$ cat config.mk
export PLATFORM = sky130hd
export DESIGN_NAME = instr_encoder
export DESIGN_NICKNAME = d
export VERILOG_FILES = /design/src/rtl/instr_encoder_pkg.sv /design/src/rtl/instr_pack.sv /design/src/rtl/instr_encoder.sv
export SDC_FILE = /design/constraint.sdc
export NUM_CORES = 1
export LEC_CHECK = 0
export ABC_AREA = 1
export CELL_PAD_IN_SITES_DETAIL_PLACEMENT = 0
export CELL_PAD_IN_SITES_GLOBAL_PLACEMENT = 1
export CORE_ASPECT_RATIO = 0.5
export CORE_MARGIN = 10
export CORE_UTILIZATION = 36
export DETAILED_ROUTE_END_ITERATION = 10
export GPL_ROUTABILITY_DRIVEN = 0
export HOLD_SLACK_MARGIN = 0.1
export MAX_ROUTING_LAYER = met4
export PLACE_DENSITY_LB_ADDON = 0.1
export SLEW_MARGIN = 20
export SYNTH_ARGS = -nofsm -noshare
export SYNTH_HDL_FRONTEND = slang
export SYNTH_SLANG_ARGS = --single-unit
$ cat constraint.sdc
create_clock -name clk -period 5 [get_ports clk]
set_input_delay 0.5 -clock clk [delete_from_list [all_inputs] [get_ports clk]]
set_output_delay 0.5 -clock clk [all_outputs]
set_load 0.01 [all_outputs]
$ cat src/rtl/instr_encoder_pkg.sv
// Shared RV32I encoding constants: format codes, opcodes, immediate limits.
// Also used by the matching decoder blocks.
package instr_encoder_pkg;

  localparam int unsigned XLEN  = 32;
  localparam int unsigned FMT_W = 3;
  localparam int unsigned OP_W  = 7;
  localparam int unsigned REG_W = 5;
  localparam int unsigned F3_W  = 3;

  typedef enum logic [FMT_W-1:0] {
    FMT_R = 3'd0,
    FMT_I = 3'd1,
    FMT_S = 3'd2,
    FMT_B = 3'd3,
    FMT_U = 3'd4,
    FMT_J = 3'd5
  } fmt_e;

  localparam logic [OP_W-1:0] OP_LUI    = 7'b0110111;
  localparam logic [OP_W-1:0] OP_AUIPC  = 7'b0010111;
  localparam logic [OP_W-1:0] OP_JAL    = 7'b1101111;
  localparam logic [OP_W-1:0] OP_JALR   = 7'b1100111;
  localparam logic [OP_W-1:0] OP_BRANCH = 7'b1100011;
  localparam logic [OP_W-1:0] OP_LOAD   = 7'b0000011;
  localparam logic [OP_W-1:0] OP_STORE  = 7'b0100011;
  localparam logic [OP_W-1:0] OP_IMM    = 7'b0010011;
  localparam logic [OP_W-1:0] OP_REG    = 7'b0110011;

  localparam int IMM12_MIN = -2048;
  localparam int IMM12_MAX = 2047;
  localparam int IMM13_MIN = -4096;
  localparam int IMM13_MAX = 4094;
  localparam int IMM21_MIN = -1048576;
  localparam int IMM21_MAX = 1048574;

  // One captured output beat: encoded word and its instruction address.
  typedef struct packed {
    logic [XLEN-1:0] word;
    logic [XLEN-1:0] addr;
  } out_beat_t;

  function automatic logic in_range(input logic [XLEN-1:0] v, input int lo, input int hi);
    return ($signed(v) >= lo) && ($signed(v) <= hi);
  endfunction

endpackage

$ cat src/rtl/instr_pack.sv
// Combinational RV32I field packing and immediate legality check.
module instr_pack
  import instr_encoder_pkg::*;
(
  input  logic [FMT_W-1:0] fmt,
  input  logic [OP_W-1:0]  op,
  input  logic [F3_W-1:0]  funct3,
  input  logic             funct7b5,
  input  logic [REG_W-1:0] rd,
  input  logic [REG_W-1:0] rs1,
  input  logic [REG_W-1:0] rs2,
  input  logic [XLEN-1:0]  imm,
  output logic [XLEN-1:0]  word,
  output logic             legal
);

  always_comb begin
    word  = '0;
    legal = 1'b0;
    case (fmt)
      FMT_R: begin
        word  = {1'b0, funct7b5, 5'b00000, rs2, rs1, funct3, rd, op};
        legal = 1'b1;
      end
      FMT_I: begin
        word  = {imm[11:0], rs1, funct3, rd, op};
        legal = in_range(imm, IMM12_MIN, IMM12_MAX);
      end
      FMT_S: begin
        word  = {imm[11:5], rs2, rs1, funct3, imm[4:0], op};
        legal = in_range(imm, IMM12_MIN, IMM12_MAX);
      end
      FMT_B: begin
        word  = {imm[12], imm[10:5], rs2, rs1, funct3, imm[4:1], imm[11], op};
        legal = !imm[0] && in_range(imm, IMM13_MIN, IMM13_MAX);
      end
      FMT_U: begin
        word  = {imm[31:12], rd, op};
        legal = (imm[11:0] == 12'd0);
      end
      FMT_J: begin
        word  = {imm[20], imm[10:1], imm[11], imm[19:12], rd, op};
        legal = !imm[0] && in_range(imm, IMM21_MIN, IMM21_MAX);
      end
      default: begin
        word  = '0;
        legal = 1'b0;
      end
    endcase
  end

endmodule

$ cat src/rtl/instr_encoder.sv
// RV32I instruction encoder: one-entry output register, address counter
// and sticky error flag around the combinational packer.
module instr_encoder
  import instr_encoder_pkg::*;
(
  input  logic             clk,
  input  logic             reset,
  input  logic             in_valid,
  output logic             in_ready,
  input  logic [FMT_W-1:0] fmt,
  input  logic [OP_W-1:0]  op,
  input  logic [F3_W-1:0]  funct3,
  input  logic             funct7b5,
  input  logic [REG_W-1:0] rd,
  input  logic [REG_W-1:0] rs1,
  input  logic [REG_W-1:0] rs2,
  input  logic [XLEN-1:0]  imm,
  output logic             out_valid,
  input  logic             out_ready,
  output logic [XLEN-1:0]  out_word,
  output logic [XLEN-1:0]  out_addr,
  input  logic             addr_load,
  input  logic [XLEN-1:0]  addr_base,
  output logic             err,
  input  logic             err_clr
);

  logic [XLEN-1:0] w_word;
  logic            w_legal;
  logic            w_accept;
  logic            w_out_hs;
  logic [XLEN-1:0] w_cnt_next;

  logic            r_out_valid;
  out_beat_t       r_out;
  logic [XLEN-1:0] r_cnt;
  logic            r_err;

  instr_pack u_pack (
    .fmt      (fmt),
    .op       (op),
    .funct3   (funct3),
    .funct7b5 (funct7b5),
    .rd       (rd),
    .rs1      (rs1),
    .rs2      (rs2),
    .imm      (imm),
    .word     (w_word),
    .legal    (w_legal)
  );

  assign in_ready = !r_out_valid || out_ready;
  assign w_accept = in_valid && in_ready;
  assign w_out_hs = r_out_valid && out_ready;

  // A word captured alongside a handshake belongs to the next slot (+4).
  assign w_cnt_next = addr_load ? addr_base :
                      w_out_hs  ? r_cnt + XLEN'(4) : r_cnt;

  always_ff @(posedge clk or posedge reset) begin
    if (reset) begin
      r_out_valid <= 1'b0;
      r_out       <= '0;
      r_cnt       <= '0;
      r_err       <= 1'b0;
    end else begin
      r_cnt <= w_cnt_next;
      if (w_accept && w_legal) begin
        r_out_valid <= 1'b1;
        r_out.word  <= w_word;
        r_out.addr  <= w_cnt_next;
      end else if (w_out_hs) begin
        r_out_valid <= 1'b0;
      end
      if (w_accept && !w_legal) begin
        r_err <= 1'b1;
      end else if (err_clr) begin
        r_err <= 1'b0;
      end
    end
  end

  assign out_valid = r_out_valid;
  assign out_word  = r_out.word;
  assign out_addr  = r_out.addr;
  assign err       = r_err;

endmodule

## Yosys cells after proc, flatten, opt, wreduce, memory -nomap -nowiden

Cells that the tools add are included.

- Register bits after elaboration: 98
- Bits in latches: 0
- Memory bits (writable): 0
- Bits in read-only memories: 0
- Input port bits: 99
- Output and inout bits: 67
- Logic and storage cells: 43
- Memories: 0

- $add $sub $neg: 1
- Multipliers: 0
- Divide/modulo/power cells: 0
- Magnitude comparators: 6
- Eq/ne operators: 5
- Shift operators: 0
- Mux-type cells: 8
- Bitwise operators: 0
- Reductions and logical operators: 18

Operators by type and width:

| operator | number |
|---|---|
| $pmux 32 s6 | 1 |
| $mux 32 | 2 |
| $add 32x3->32 const B | 1 |
| $ge 32x12->1 const B | 1 |
| $ge 32x13->1 const B | 1 |
| $ge 32x21->1 const B | 1 |
| $le 32x12->1 const B | 1 |
| $le 32x13->1 const B | 1 |
| $le 32x21->1 const B | 1 |
| $logic_not 12->1 | 1 |
| $logic_and 1x1->1 | 9 |
| $eq 3x2->1 const B | 2 |
| $eq 3x3->1 const B | 2 |
| $pmux 1 s5 | 1 |
| $mux 1 | 4 |
| $reduce_bool 2->1 | 2 |
| $eq 3x1->1 const B | 1 |
| $logic_not 1->1 | 3 |
| $logic_not 3->1 | 1 |
| $reduce_or 2->1 | 1 |
| $logic_or 1x1->1 | 1 |

## Logic depth before layout (Yosys ltp)

Gate-level depths: netlist of the first run.

- Word-level depth: 7
- Depth in mapped cells: 15
- Mapped depth without buffers: 13

## Hierarchy

Synthesis of the first run repeated with hierarchy kept, for this count alone.

- Cells, all modules: 794
- Area, all modules: 5607.9 um^2

Modules (own cells, without submodules):

| module | times used | cells an instance | area an instance (um^2) | sequential area each (um^2) |
|---|---|---|---|---|
| instr_encoder | 1 | 577 | 4601.9 | 2452.4 |
| instr_pack | 1 | 217 | 1006.0 | 0.0 |

## Least setup slack after synthesis of the first run

OpenSTA, ideal clock, no wires.

- Kind: input to register
- From: input imm[28]
- To: register r_out (netlist bit out_word[0])
- Library setup time: 0.117 ns
- Arrival: 1.587 ns
- Data required time: 4.883 ns
- Setup slack: 3.297 ns
- Stages: 14
- Path buffers: 2
- Cell sequence: nor2_1 -> nand2_1 -> nor2_1 -> nand3_1 -> nand2_1 -> nand3_1 -> nand2_1 -> nand2_1 -> nand2_2 -> nand2_1 -> buf_6 -> buf_6 -> nand2_1 -> nand2_1

- Cells in the longest elaborated chain, start to end: 5
- Elaborated cells on any way between the ends: 13
- Classes of those cells: order compare (6); mux (1); reduce/logical (6)

RTL lines:

| item | RTL line | RTL |
|---|---|---|
| start, declared | instr_encoder.sv:17 | `input logic [XLEN-1:0] imm,` |
| $ge 32x21->1, or another cell as far along | instr_encoder_pkg.sv:44 | `return ($signed(v) >= lo) && ($signed(v) <= hi);` |
| $logic_and 1x1->1 | instr_encoder_pkg.sv:44 |  |
| $logic_and 1x1->1, on equally long branches | instr_pack.sv:43, instr_pack.sv:35 |  |
| $pmux 1 s5 (*) | instr_pack.sv:20 | `case (fmt)` |
| $logic_and 1x1->1 (*) | instr_encoder.sv:68 | `if (w_accept && w_legal) begin` |
| end, declared | instr_encoder.sv:35 | `out_beat_t r_out;` |

Every way passes the cells marked *; elsewhere a longest branch is shown, timed or not.
A chain may end at the register's enable or synchronous reset.

## Final worst setup path of the first run

- From: input fmt[2]
- To: register r_out (netlist bit out_addr[15])

- Cells in the longest elaborated chain, start to end: 4
- Elaborated cells on any way between the ends: 9
- Classes of those cells: eq/ne (5); mux (1); reduce/logical (3)

RTL lines:

| item | RTL line | RTL |
|---|---|---|
| start, declared | instr_encoder.sv:10 | `input logic [FMT_W-1:0] fmt,` |
| $eq 3x1->1 or $eq 3x2->1 (tied branches) | instr_pack.sv:20 |  |
| $reduce_or 2->1 (no line) | -- |  |
| $pmux 1 s5 (*) | instr_pack.sv:20 |  |
| $logic_and 1x1->1 (*) | instr_encoder.sv:68 |  |

Marked as above.

==> results of run 1 <==
==> cell families after synthesis <==
kind of cell | after synthesis
buffers and inverters | 80
AND/OR/NAND/NOR | 543
AO/OA/AOI/OAI | 32
flip-flops | 98
adder cells (fa/ha/maj) | 1
XOR/XNOR | 5
==> final timing paths <==
kind	endpoint	slack (ns)	cells past startpoint
worst max register to register	out_addr[20]	2.66	11
worst min register to register	out_word[28]	0.47	2
min in group asynchronous	out_addr[1]	0.66	2
worst min-delay path	out_word[28]	0.47	2
max in group asynchronous	out_word[5]	3.40	3
worst max-delay path	out_addr[15]	2.13	12
==> synthesized netlist by cell type (all sizes together) (5+ instances only) <==
cell | instances | share of area
nand4 | 12 | 0.014
clkbuf | 11 | 0.0076
nand2 | 337 | 0.23
dfrtp | 98 | 0.45
buf | 19 | 0.029
nor2 | 61 | 0.051
o21ai | 15 | 0.014
nor3 | 8 | 0.0074
or2 | 6 | 0.0069
inv | 50 | 0.035
nand3b | 5 | 0.0092
nand3 | 113 | 0.10
==> where the power goes <==
part,switching (mW),internal [mW]
clock network,0.306,0.439
logic,0.332,0.361
registers,0.0905,0.935
total,0.728,1.73
==> worst max-delay path, stage by stage <==
cell and delay, ns:
sky130_fd_sc_hd__clkdlybuf4s50_1 0.76, sky130_fd_sc_hd__inv_1 0.30, sky130_fd_sc_hd__nor2_2 0.21, sky130_fd_sc_hd__nand3_1 0.09, sky130_fd_sc_hd__nand2_1 0.06, sky130_fd_sc_hd__inv_1 0.03, sky130_fd_sc_hd__nand2_1 0.08, sky130_fd_sc_hd__nand2_2 0.07
sky130_fd_sc_hd__nand2_2 0.53, sky130_fd_sc_hd__buf_4 0.35, sky130_fd_sc_hd__nand2_1 0.09, sky130_fd_sc_hd__nand2_1 0.06
==> cell type report <==
type	instances	share of cell area
Multi-Input combinational cell	581	0.346
Sequential cell	98	0.327
Tap cell	198	0.0330
Inverter	50	0.0254
Timing Repair Buffer	171	0.226
Clock inverter	7	0.0124
Clock buffer	9	0.0300
==> metal layers <==
metal / GRT usage / part of all wire / vias to the layer above
met3: 0.0432 / 0.058 / 13
met4: 0.0358 / 0.0091 / 0
met2: 0.265 / 0.45 / 135
li1: - / - / 2728
met5: - / 0 / -
met1: 0.219 / 0.48 / 2380
==> flip-flops by register name, summed over array words and instances (netlist names) <==
register   count
out_addr      32
err            1
r_cnt         32
out_word      32
out_valid      1
==> metrics by stage <==
step	cells	instance area [um2]
floorplan	759	5420
global placement	1098	7180
finish	1114	7500
CTS	1114	7500
detailed placement	1098	7180
global route	1114	7500
==> impl_results.html, run 1 <==
<table>
<tr><th>Metric</th><th>Value</th></tr>
<tr><th colspan="2">Route</th></tr>
<tr><td>Final antenna-violating net count</td><td>0</td></tr>
<tr><td>Total wire length after detailed routing</td><td>17200 um</td></tr>
<tr><td>Count of unresolved DRC violations after routing</td><td>0</td></tr>
<tr><td>Count of routing violations after the opening detailed-route iteration</td><td>335</td></tr>
<tr><td>Average wire per standard cell</td><td>15.4 um</td></tr>
<tr><td>TritonRoute pass-1 iters</td><td>4</td></tr>
<tr><td>Vias per inst</td><td>4.72</td></tr>
<tr><td>Routed vias</td><td>5256</td></tr>
<tr><th colspan="2">Final layout</th></tr>
<tr><td>Most common cell after layout, fill and taps aside</td><td>sky130_fd_sc_hd__nand2_1</td></tr>
<tr><td>Register cell area after layout</td><td>0.00245 mm2</td></tr>
<tr><td>Area of the multi-input gates</td><td>0.00259 mm2</td></tr>
<tr><td>Area overhead of the layout relative to synthesis</td><td>38.4%</td></tr>
<tr><td>Fill count</td><td>roughly 1400</td></tr>
<tr><td>Top library cells by usage in the layout, fill and taps aside</td><td>sky130_fd_sc_hd__nand2_1, sky130_fd_sc_hd__clkdlybuf4s50_1, sky130_fd_sc_hd__nand3_1</td></tr>
<tr><td>Utilization of the core after routing</td><td>0.514</td></tr>
<tr><td>Fraction of final layout cells sized beyond drive strength 1</td><td>0.0524</td></tr>
<tr><td>Antenna Cells</td><td>0</td></tr>
<tr><td>Count of nets after finishing</td><td>1011</td></tr>
<tr><th colspan="2">STA</th></tr>
<tr><td>Total Neg Setup Slack</td><td>0 ns</td></tr>
<tr><td>Final count of hold timing violations</td><td>0</td></tr>
<tr><td>Final period demand of the worst path</td><td>2.87 ns</td></tr>
<tr><td>Setup repair after global routing missed its margin</td><td>no</td></tr>
<tr><td>Share of the clock period used by the worst path after layout</td><td>0.574</td></tr>
<tr><td>Post-Route Skew</td><td>0.00551 ns</td></tr>
<tr><td>Fmax</td><td>between 0.3 and 0.4 GHz</td></tr>
<tr><td>Tightest Pin Transition</td><td>0.826 ns</td></tr>
<tr><td>Min Hold Slack</td><td>0.468 ns</td></tr>
<tr><td>Fin. max-slew vios</td><td>0</td></tr>
<tr><td>Post-layout worst setup margin</td><td>2.13 ns</td></tr>
<tr><td>Headroom to the max-slew limit</td><td>0.449</td></tr>
<tr><td>Number of setup violations in the final report</td><td>0</td></tr>
<tr><th colspan="2">Floorplanning</th></tr>
<tr><td>Area of the core</td><td>0.0146 mm2</td></tr>
<tr><td>Effective utilization at floorplan</td><td>0.371</td></tr>
<tr><td>Top-Level Pins</td><td>between 150 and 200</td></tr>
<tr><td>Area of the die</td><td>a little over 0.02 mm2</td></tr>
<tr><td>Die H</td><td>between 100 and 150 um</td></tr>
<tr><td>Die Width</td><td>about 190 um</td></tr>
<tr><td>Number of standard-cell rows in the floorplan</td><td>31</td></tr>
<tr><th colspan="2">Global routing</th></tr>
<tr><td>First-pass GRT wire length</td><td>about 28000 um</td></tr>
<tr><td>Global-route usage over all layers</td><td>0.170</td></tr>
<tr><td>Global-route congestion overflow total</td><td>0</td></tr>
<tr><td>Initial antenna violation count</td><td>0</td></tr>
<tr><td>Vias in the first global route</td><td>5441</td></tr>
<tr><td>Largest net degree at the start of global routing</td><td>between 60 and 70</td></tr>
<tr><th colspan="2">Logic synthesis</th></tr>
<tr><td>Cell Area, Synth</td><td>roughly 0.0054 mm2</td></tr>
<tr><td>Mux contribution to synthesized area</td><td>0</td></tr>
<tr><td>Share of synthesized area occupied by flip-flops and latches</td><td>0.453</td></tr>
<tr><td>Count of yosys warnings during synthesis</td><td>0</td></tr>
<tr><td>Synthesized-area fraction occupied by xor and xnor cells</td><td>0.00809</td></tr>
<tr><td>Yosys cell types</td><td>34</td></tr>
<tr><td>Count of flip-flops with a built-in enable after synthesis</td><td>0</td></tr>
<tr><td>Count of state elements after synthesis</td><td>98</td></tr>
<tr><td>Gate count of the mapped netlist</td><td>about 760</td></tr>
<tr><td>Dominant combinational cell family by area after synthesis</td><td>simple AND/OR/NAND/NOR gates</td></tr>
<tr><td>Area share of fa/ha/maj cells after synthesis</td><td>0.00231</td></tr>
<tr><td>Net count of the mapped netlist</td><td>approximately 860</td></tr>
<tr><td>Area fraction in compound gates after synthesis</td><td>0.0374</td></tr>
<tr><td>Synth Area in Simple Gates</td><td>0.428</td></tr>
<tr><td>Synth async-reset ratio</td><td>1.00</td></tr>
<tr><td>Syn_area_per_cell</td><td>7.13 um2</td></tr>
<tr><td>Leading register cell type out of synthesis</td><td>sky130_fd_sc_hd__dfrtp_1</td></tr>
<tr><th colspan="2">Run</th></tr>
<tr><td>Max-cap violations</td><td>0</td></tr>
<tr><th colspan="2">Power and ir drop</th></tr>
<tr><td>Areal power density over the cells</td><td>approximately 330 mW/mm2</td></tr>
<tr><td>Design Power</td><td>2.46 mW</td></tr>
<tr><td>P_leak</td><td>approximately 3.6 nW</td></tr>
<tr><td>Worst VDD drop</td><td>0.165 mV</td></tr>
<tr><th colspan="2">CTS</th></tr>
<tr><td>Worst skew pair latency</td><td>0.34 ns</td></tr>
<tr><td># clock sinks</td><td>98</td></tr>
<tr><td>CTS Hold Buffers Added</td><td>0</td></tr>
<tr><td>Clock transition at the registers of the reported paths</td><td>0.07 ns</td></tr>
<tr><td>Number of buffers added for setup after CTS</td><td>0</td></tr>
<tr><td>Cell at the root of the clock tree</td><td>sky130_fd_sc_hd__clkbuf_16</td></tr>
<tr><td>Clock Path Buffers</td><td>2</td></tr>
<tr><td>CTS Buf Count</td><td>9</td></tr>
<tr><td>Clock H-tree levels</td><td>3</td></tr>
<tr><td>Total of cells resized after clock tree synthesis</td><td>0</td></tr>
<tr><td>Clock tree from TritonCTS</td><td>done</td></tr>
<tr><th colspan="2">Min path</th></tr>
<tr><td>Hold WC Path Type</td><td>flop to flop</td></tr>
<tr><td>Min-Delay Startpoint</td><td>out_word[28]</td></tr>
<tr><th colspan="2">Outcome</th></tr>
<tr><td>Outcome</td><td>finished, final reports clean</td></tr>
<tr><th colspan="2">Place</th></tr>
<tr><td>Place WS</td><td>1.73 ns</td></tr>
<tr><td>Dpl hpwl</td><td>13000 um</td></tr>
<tr><td>IO Port Bufs</td><td>165</td></tr>
<tr><th colspan="2">Worst setup path</th></tr>
<tr><td>Worst setup EP type</td><td>flop</td></tr>
<tr><td>Critical path launch point</td><td>fmt[2]</td></tr>
<tr><td>Data arrival time of the critical path</td><td>3.15 ns</td></tr>
<tr><td>Worst endpoint required time</td><td>5.28 ns</td></tr>
<tr><td>Startpoint type of the worst setup path</td><td>primary input</td></tr>
<tr><td>Crit path max fanout</td><td>37</td></tr>
<tr><td>RR Startpoint</td><td>r_cnt[2]</td></tr>
<tr><td>Worst setup path class</td><td>primary input to flop</td></tr>
</table>
(Power assumes the default switching activity.)
==> run 2, diff against run 1 <==
Settings changed: CORE_UTILIZATION 36 to 33.
Clock period 5 ns to 2.8 ns, I/O delays scaled along.
==> impl_results.html, run 2 (synthesis results as in run 1) <==
<table>
<tr><th>Metric</th><th>Value</th></tr>
<tr><th colspan="2">Outcome</th></tr>
<tr><td>Outcome</td><td>finished, final reports clean</td></tr>
<tr><th colspan="2">CTS</th></tr>
<tr><td>Number of buffers added for setup after CTS</td><td>0 (unchanged)</td></tr>
<tr><td>Clock tree from TritonCTS</td><td>done</td></tr>
<tr><td>Clock H-tree levels</td><td>3 (unchanged)</td></tr>
<tr><td>Total of cells resized after clock tree synthesis</td><td>0 (unchanged)</td></tr>
<tr><td>Worst skew pair latency</td><td>0.34 ns (about the same)</td></tr>
<tr><td>Cell at the root of the clock tree</td><td>sky130_fd_sc_hd__clkbuf_16</td></tr>
<tr><td>CTS Buf Count</td><td>9 (unchanged)</td></tr>
<tr><td>Clock transition at the registers of the reported paths</td><td>0.08 ns (about the same)</td></tr>
<tr><td># clock sinks</td><td>98 (unchanged)</td></tr>
<tr><td>Clock Path Buffers</td><td>2 (unchanged)</td></tr>
<tr><td>CTS Hold Buffers Added</td><td>0 (unchanged)</td></tr>
<tr><th colspan="2">Worst setup path</th></tr>
<tr><td>Crit-path max cell delay</td><td>0.54 ns (-0.22 ns)</td></tr>
<tr><td>RR Startpoint</td><td>r_cnt[2]</td></tr>
<tr><td>Slowest CP cell</td><td>sky130_fd_sc_hd__clkdlybuf4s50_1</td></tr>
<tr><td>Data arrival time of the critical path</td><td>2.37 ns (-0.78 ns)</td></tr>
<tr><td>CP most frequent cell</td><td>sky130_fd_sc_hd__nand2_1</td></tr>
<tr><td>Worst endpoint required time</td><td>3.07 ns (-2.21 ns)</td></tr>
<tr><td>Critical path launch point</td><td>imm[22]</td></tr>
<tr><td>Worst reg2reg setup slack</td><td>0.88 ns (-1.78 ns)</td></tr>
<tr><td>Startpoint type of the worst setup path</td><td>primary input</td></tr>
<tr><td>Cells traversed along the worst timing path</td><td>clkdlybuf4s50_1 -&gt; nand2_1 -&gt; nor2_1 -&gt; nand2_1 -&gt; nor2_1 -&gt; nand2_1 -&gt; nand2_1 -&gt; nand3_1 -&gt; nand2_1 -&gt; nand2_1 -&gt; nand2_2 -&gt; buf_4 -&gt; nand3_1 -&gt; nand2_1</td></tr>
<tr><td>Capture instance of the worst register-to-register path</td><td>out_addr[16]</td></tr>
<tr><td>Worst setup EP type</td><td>flop</td></tr>
<tr><td>Worst setup path class</td><td>primary input to flop</td></tr>
<tr><td>Count of cells along the worst register-to-register path</td><td>11 (unchanged)</td></tr>
<tr><td>Crit path max fanout</td><td>18 (-51%)</td></tr>
<tr><th colspan="2">Final layout</th></tr>
<tr><td>Fill count</td><td>1623 (+13%)</td></tr>
<tr><td>Non-filler instance count after layout</td><td>1144 (+2.7%)</td></tr>
<tr><td>Register cell area after layout</td><td>0.00245 mm2 (unchanged)</td></tr>
<tr><td>Area of the multi-input gates</td><td>0.00259 mm2 (unchanged)</td></tr>
<tr><td>Area overhead of the layout relative to synthesis</td><td>39.6%</td></tr>
<tr><td>Count of nets after finishing</td><td>1018 (+0.69%)</td></tr>
<tr><td>Most common cell after layout, fill and taps aside</td><td>sky130_fd_sc_hd__nand2_1</td></tr>
<tr><td>Top library cells by usage in the layout, fill and taps aside</td><td>sky130_fd_sc_hd__nand2_1, sky130_fd_sc_hd__clkdlybuf4s50_1, sky130_fd_sc_hd__nand3_1</td></tr>
<tr><td>Fraction of final layout cells sized beyond drive strength 1</td><td>0.0596 (+0.00719)</td></tr>
<tr><td>Utilization of the core after routing</td><td>0.480 (-0.0336)</td></tr>
<tr><td>Antenna Cells</td><td>0 (unchanged)</td></tr>
<tr><td>Finished Cell Area</td><td>0.00756 mm2 (+0.83%)</td></tr>
<tr><th colspan="2">Floorplanning</th></tr>
<tr><td>Number of standard-cell rows in the floorplan</td><td>32 (+3.2%)</td></tr>
<tr><td>Die Width</td><td>201 um (+4.0%)</td></tr>
<tr><td>Effective utilization at floorplan</td><td>0.344 (-0.0272)</td></tr>
<tr><td>Area of the core</td><td>0.0157 mm2 (+7.9%)</td></tr>
<tr><td>Top-Level Pins</td><td>166 (unchanged)</td></tr>
<tr><td>Die H</td><td>111 um (+3.6%)</td></tr>
<tr><td>Area of the die</td><td>0.0222 mm2 (+7.7%)</td></tr>
<tr><th colspan="2">STA</th></tr>
<tr><td>Setup repair after global routing missed its margin</td><td>no</td></tr>
<tr><td>Fmax</td><td>0.477 GHz</td></tr>
<tr><td>Fin. max-slew vios</td><td>0 (unchanged)</td></tr>
<tr><td>Headroom to the max-slew limit</td><td>0.525 (+0.0758)</td></tr>
<tr><td>Number of setup violations in the final report</td><td>0 (unchanged)</td></tr>
<tr><td>Post-Route Skew</td><td>0.00835 ns (+0.00284 ns)</td></tr>
<tr><td>Tightest Pin Transition</td><td>0.712 ns (-0.114 ns)</td></tr>
<tr><td>Final period demand of the worst path</td><td>2.10 ns</td></tr>
<tr><td>Share of the clock period used by the worst path after layout</td><td>0.749</td></tr>
<tr><td>Final count of hold timing violations</td><td>0 (unchanged)</td></tr>
<tr><td>Total Neg Setup Slack</td><td>0 ns (unchanged)</td></tr>
<tr><th colspan="2">Route</th></tr>
<tr><td>Total wire length after detailed routing</td><td>17500 um (+1.8%)</td></tr>
<tr><td>Final antenna-violating net count</td><td>0 (unchanged)</td></tr>
<tr><td>Routed vias</td><td>5304 (+0.91%)</td></tr>
<tr><td>Vias per inst</td><td>4.64 (-1.7%)</td></tr>
<tr><td>Count of unresolved DRC violations after routing</td><td>0 (unchanged)</td></tr>
<tr><td>TritonRoute pass-1 iters</td><td>4 (unchanged)</td></tr>
<tr><td>Average wire per standard cell</td><td>15.3 um (-0.83%)</td></tr>
<tr><td>Count of routing violations after the opening detailed-route iteration</td><td>275 (-18%)</td></tr>
<tr><th colspan="2">Global routing</th></tr>
<tr><td>Global-route congestion overflow total</td><td>0 (unchanged)</td></tr>
<tr><td>Global-route usage over all layers</td><td>0.163 (-0.00706)</td></tr>
<tr><td>First-pass GRT wire length</td><td>29300 um (+2.9%)</td></tr>
<tr><td>Vias in the first global route</td><td>5365 (-1.4%)</td></tr>
<tr><td>Largest net degree at the start of global routing</td><td>66 (-1.5%)</td></tr>
<tr><td>Initial antenna violation count</td><td>0 (unchanged)</td></tr>
<tr><th colspan="2">Power and ir drop</th></tr>
<tr><td>Worst VDD drop</td><td>0.295 mV (+78%)</td></tr>
<tr><td>Areal power density over the cells</td><td>568 mW/mm2 (+73%)</td></tr>
<tr><td>Design Power</td><td>4.29 mW (+74%)</td></tr>
<tr><td>P_leak</td><td>3.63 nW (+0.25%)</td></tr>
<tr><th colspan="2">Place</th></tr>
<tr><td>Dpl hpwl</td><td>13300 um (+2.6%)</td></tr>
<tr><td>Placed standard-cell area</td><td>0.00727 mm2 (+1.3%)</td></tr>
<tr><td>Count of placed standard cells including taps</td><td>1128 (+2.7%)</td></tr>
<tr><td>IO Port Bufs</td><td>165 (unchanged)</td></tr>
<tr><th colspan="2">Run</th></tr>
<tr><td>Max-cap violations</td><td>0 (unchanged)</td></tr>
<tr><th colspan="2">Min path</th></tr>
<tr><td>Hold WC Path Type</td><td>primary input to asynchronous set/reset pin</td></tr>
</table>
## run 2: cell type report
cell class | instances | share of cell area
clock buffer | 9 | 0.0298
clock inverter | 7 | 0.00795
inverter | 50 | 0.0253
multi-input combinational | 581 | 0.343
sequential | 98 | 0.324
tap | 221 | 0.0366
timing repair buffer | 178 | 0.233
## run 2: power breakdown
group          switching, mW  internal, mW
registers              0.158          1.67
logic                  0.601         0.653
clock network          0.590         0.619
total                   1.35          2.94
## run 2: per-layer routing
metal	share of wire	global-route usage
met4	0.0054	0.0224
met5	0	-
met1	0.50	0.218
met2	0.45	0.249
met3	0.047	0.0399
## run 2: worst max-delay path: cells and delay by family
family,cells,cell delay (ns)
buffers and inverters,2,0.85
AND/OR/NAND/NOR,12,1.22
## run 2: through the flow
stage | hold slack, ns | worst slack, ns
floorplan | 0.387 | 1.17
global placement | 0.454 | 0.332
detailed placement | 0.458 | 0.341
CTS | 0.137 | 0.703
global route | 0.137 | 0.410
finish | 0.145 | 0.703
## run 2: worst max path at each step
stage          slack [ns]           end  cells after the start
2_1_floorplan        1.17  out_addr[24]                     12
3_3_place_gp         0.33  out_addr[31]                     14
3_5_place_dp         0.34  out_addr[24]                     15
4_1_cts              0.70   out_word[4]                     15
5_1_grt              0.41  out_addr[23]                     15
6_report             0.70  out_addr[31]                     14
==> run 3, diff against run 2 <==
Settings changed: CORE_UTILIZATION 33 to 30.
Clock period 2.8 ns to 1.8 ns, I/O delays scaled along.
==> impl_results.html, run 3 (synthesis results as in run 1) <==
<table>
<tr><th>Metric</th><th>Value</th></tr>
<tr><th colspan="2">Worst setup path</th></tr>
<tr><td>Worst setup EP type</td><td>flop</td></tr>
<tr><td>Worst setup path class</td><td>flop to flop</td></tr>
<tr><td>Startpoint type of the worst setup path</td><td>flop</td></tr>
<tr><td>Worst endpoint required time</td><td>2.08 ns (-0.99 ns)</td></tr>
<tr><td>Data arrival time of the critical path</td><td>2.05 ns (-0.32 ns)</td></tr>
<tr><td>Crit path max fanout</td><td>6 (-12)</td></tr>
<tr><td>Count of cells along the worst register-to-register path</td><td>12 (+1)</td></tr>
<tr><th colspan="2">STA</th></tr>
<tr><td>Share of the clock period used by the worst path after layout</td><td>0.982</td></tr>
<tr><td>Number of setup violations in the final report</td><td>0 (unchanged)</td></tr>
<tr><td>Setup repair after global routing missed its margin</td><td>yes</td></tr>
<tr><td>Min Hold Slack</td><td>0.203 ns (+0.0576 ns)</td></tr>
<tr><td>Post-Route Skew</td><td>0.0114 ns (+0.00302 ns)</td></tr>
<tr><td>Total Neg Setup Slack</td><td>0 ns (unchanged)</td></tr>
<tr><td>Fmax</td><td>0.566 GHz</td></tr>
<tr><td>Fin. max-slew vios</td><td>0 (unchanged)</td></tr>
<tr><td>Tightest Pin Transition</td><td>0.458 ns (-0.254 ns)</td></tr>
<tr><td>Post-layout worst setup margin</td><td>0.0323 ns (-0.671 ns)</td></tr>
<tr><td>Final period demand of the worst path</td><td>1.77 ns</td></tr>
<tr><td>Final count of hold timing violations</td><td>0 (unchanged)</td></tr>
<tr><td>Headroom to the max-slew limit</td><td>0.694 (+0.169)</td></tr>
<tr><th colspan="2">CTS</th></tr>
<tr><td>Clock transition at the registers of the reported paths</td><td>0.08 ns (about the same)</td></tr>
<tr><td>CTS Buf Count</td><td>9 (unchanged)</td></tr>
<tr><td>Clock tree from TritonCTS</td><td>done</td></tr>
<tr><td>Cell at the root of the clock tree</td><td>sky130_fd_sc_hd__clkbuf_16</td></tr>
<tr><td>Worst skew pair latency</td><td>0.34 ns (about the same)</td></tr>
<tr><td># clock sinks</td><td>98 (unchanged)</td></tr>
<tr><td>Clock H-tree levels</td><td>3 (unchanged)</td></tr>
<tr><td>Clock Path Buffers</td><td>2 (unchanged)</td></tr>
<tr><th colspan="2">Min path</th></tr>
<tr><td>Hold WC Path Type</td><td>primary input to asynchronous set/reset pin</td></tr>
<tr><th colspan="2">Power and ir drop</th></tr>
<tr><td>Power Internal</td><td>4.75 mW (+61%)</td></tr>
<tr><td>Combinational fraction of design power</td><td>0.310 (+0.018)</td></tr>
<tr><td>Worst VDD drop</td><td>0.468 mV (+59%)</td></tr>
<tr><td>P_leak</td><td>4.16 nW (+14%)</td></tr>
<tr><td>Share of total power in the clock network</td><td>0.278 (-0.004)</td></tr>
<tr><td>Sequential Power Share</td><td>0.412 (-0.014)</td></tr>
<tr><td>Areal power density over the cells</td><td>822 mW/mm2 (+45%)</td></tr>
<tr><td>Fraction of power spent switching nets</td><td>0.312 (-0.00201)</td></tr>
<tr><td>Net switching power figure</td><td>2.16 mW (+60%)</td></tr>
<tr><th colspan="2">Route</th></tr>
<tr><td>WL met3</td><td>750 um (-9.3%)</td></tr>
<tr><td>DR top layer</td><td>met4</td></tr>
<tr><td>Total wire length after detailed routing</td><td>19000 um (+8.8%)</td></tr>
<tr><td>Vias per inst</td><td>4.55 (-2.0%)</td></tr>
<tr><td>Met2 layer wire length in the routed design</td><td>8680 um (+10%)</td></tr>
<tr><td>Average wire per standard cell</td><td>15.5 um (+1.7%)</td></tr>
<tr><td>Final antenna-violating net count</td><td>0 (unchanged)</td></tr>
<tr><td>TritonRoute pass-1 iters</td><td>4 (unchanged)</td></tr>
<tr><td>Count of unresolved DRC violations after routing</td><td>0 (unchanged)</td></tr>
<tr><td>Met1 layer wirelength in the final routing</td><td>9500 um (+9.3%)</td></tr>
<tr><td>Count of routing violations after the opening detailed-route iteration</td><td>308 (+12%)</td></tr>
<tr><td>Routed vias</td><td>5564 (+4.9%)</td></tr>
<tr><th colspan="2">Global routing</th></tr>
<tr><td>Vias in the first global route</td><td>5504 (+2.6%)</td></tr>
<tr><td>First-pass GRT wire length</td><td>29600 um (+1.2%)</td></tr>
<tr><td>Initial antenna violation count</td><td>0 (unchanged)</td></tr>
<tr><td>Global-route congestion overflow total</td><td>0 (unchanged)</td></tr>
<tr><td>Largest net degree at the start of global routing</td><td>38 (-42%)</td></tr>
<tr><td>Global-route usage over all layers</td><td>0.155 (-0.00792)</td></tr>
<tr><th colspan="2">Run</th></tr>
<tr><td>Max-cap violations</td><td>0 (unchanged)</td></tr>
<tr><th colspan="2">Floorplanning</th></tr>
<tr><td>Area of the die</td><td>0.0242 mm2 (+8.6%)</td></tr>
<tr><td>Area of the core</td><td>0.0175 mm2 (+11%)</td></tr>
<tr><td>Die Width</td><td>210 um (+4.4%)</td></tr>
<tr><td>Effective utilization at floorplan</td><td>0.309 (-0.0352)</td></tr>
<tr><td>Top-Level Pins</td><td>166 (unchanged)</td></tr>
<tr><td>Number of standard-cell rows in the floorplan</td><td>34 (+6.3%)</td></tr>
<tr><td>Die H</td><td>115 um (+4.0%)</td></tr>
<tr><th colspan="2">Final layout</th></tr>
<tr><td>Utilization of the core after routing</td><td>0.479 (-0.000919)</td></tr>
<tr><td>Finished Cell Area</td><td>0.00840 mm2 (+11%)</td></tr>
<tr><td>Count of nets after finishing</td><td>1085 (+6.6%)</td></tr>
<tr><td>Fraction of final layout cells sized beyond drive strength 1</td><td>0.152 (+0.0919)</td></tr>
<tr><td>Top library cells by usage in the layout, fill and taps aside</td><td>sky130_fd_sc_hd__nand2_1, sky130_fd_sc_hd__clkdlybuf4s50_1, sky130_fd_sc_hd__nand3_1</td></tr>
<tr><td>Antenna Cells</td><td>0 (unchanged)</td></tr>
<tr><td>Area overhead of the layout relative to synthesis</td><td>55.2%</td></tr>
<tr><td>Most common cell after layout, fill and taps aside</td><td>sky130_fd_sc_hd__nand2_1</td></tr>
<tr><th colspan="2">Place</th></tr>
<tr><td>IO Port Bufs</td><td>165 (unchanged)</td></tr>
<tr><td>Place WS</td><td>-0.315 ns (-0.656 ns)</td></tr>
<tr><td>Dpl hpwl</td><td>14300 um (+7.0%)</td></tr>
<tr><td>Placed standard-cell area</td><td>0.00778 mm2 (+6.9%)</td></tr>
<tr><th colspan="2">Outcome</th></tr>
<tr><td>Outcome</td><td>finished, final reports clean</td></tr>
</table>
==> run 3: path summary, 6_finish.rpt <==
path                              from      endpoint  slack [ns]
max                           r_cnt[3]  out_addr[28]        0.03
min                              reset     out_valid        0.20
max reg2reg                   r_cnt[3]  out_addr[28]        0.03
min reg2reg                out_word[7]   out_word[7]        0.47
max in group asynchronous        reset      r_cnt[4]        1.09
min in group clk               imm[19]  out_word[19]        0.25
==> run 3: final cells by class <==
class                           instances  area (um2)
Tap cell                              234         293
Multi-Input combinational cell        582        2740
Inverter                               50         191
Clock inverter                          6        56.3
Fill cell                            1768        9120
Timing Repair Buffer                  244        2430
Clock buffer                           10         239
Sequential cell                        98        2450
==> run 3: worst max-delay path: stages, from the launching register on <==
cell and delay (ns):
sky130_fd_sc_hd__dfrtp_1 0.36, sky130_fd_sc_hd__ha_2 0.21, sky130_fd_sc_hd__nand3_4 0.09, sky130_fd_sc_hd__nor2_4 0.12, sky130_fd_sc_hd__nand3b_1 0.15, sky130_fd_sc_hd__nor2_2 0.20
sky130_fd_sc_hd__buf_6 0.16, sky130_fd_sc_hd__nand3_2 0.06, sky130_fd_sc_hd__nand2_1 0.09, sky130_fd_sc_hd__nand3_2 0.07, sky130_fd_sc_hd__nand2_2 0.08, sky130_fd_sc_hd__nand3_2 0.07
sky130_fd_sc_hd__nand2_2 0.06
==> run 3: power groups by stage <==
stage	Clock, mW	Sequential (mW)	Combinational, mW
global placement	0	2.88	2.11
CTS	1.99	2.85	2.12
global route	2.09	2.90	2.36
detailed placement	0	2.88	2.12
floorplan	0	3.02	0.667
finish	1.92	2.85	2.14
==> run 3: stage by stage <==
stage / total power [mW] / cells
final: 6.90 / 1224
after global routing: 7.36 / 1224
after CTS: 6.96 / 1212
after detailed placement: 5.00 / 1196
after floorplan: 3.68 / 759
after global placement: 4.98 / 1196
==> run 3: routing by layer <==
metal / up-vias / global-route usage
li1: 2886 / -
met1: 2569 / 0.203
met2: 102 / 0.243
met3: 7 / 0.0341
met4: 0 / 0.0262
met5: - / -
==> run 3: timing repair <==
item / CTS / global route
hold buffers: 0 / 0
pin swaps: 0 / 23
buffers inserted: 0 / 6
cloned: 0 / 6
resized for setup: 1 / 54
setup endpoints to repair: 1 / 66
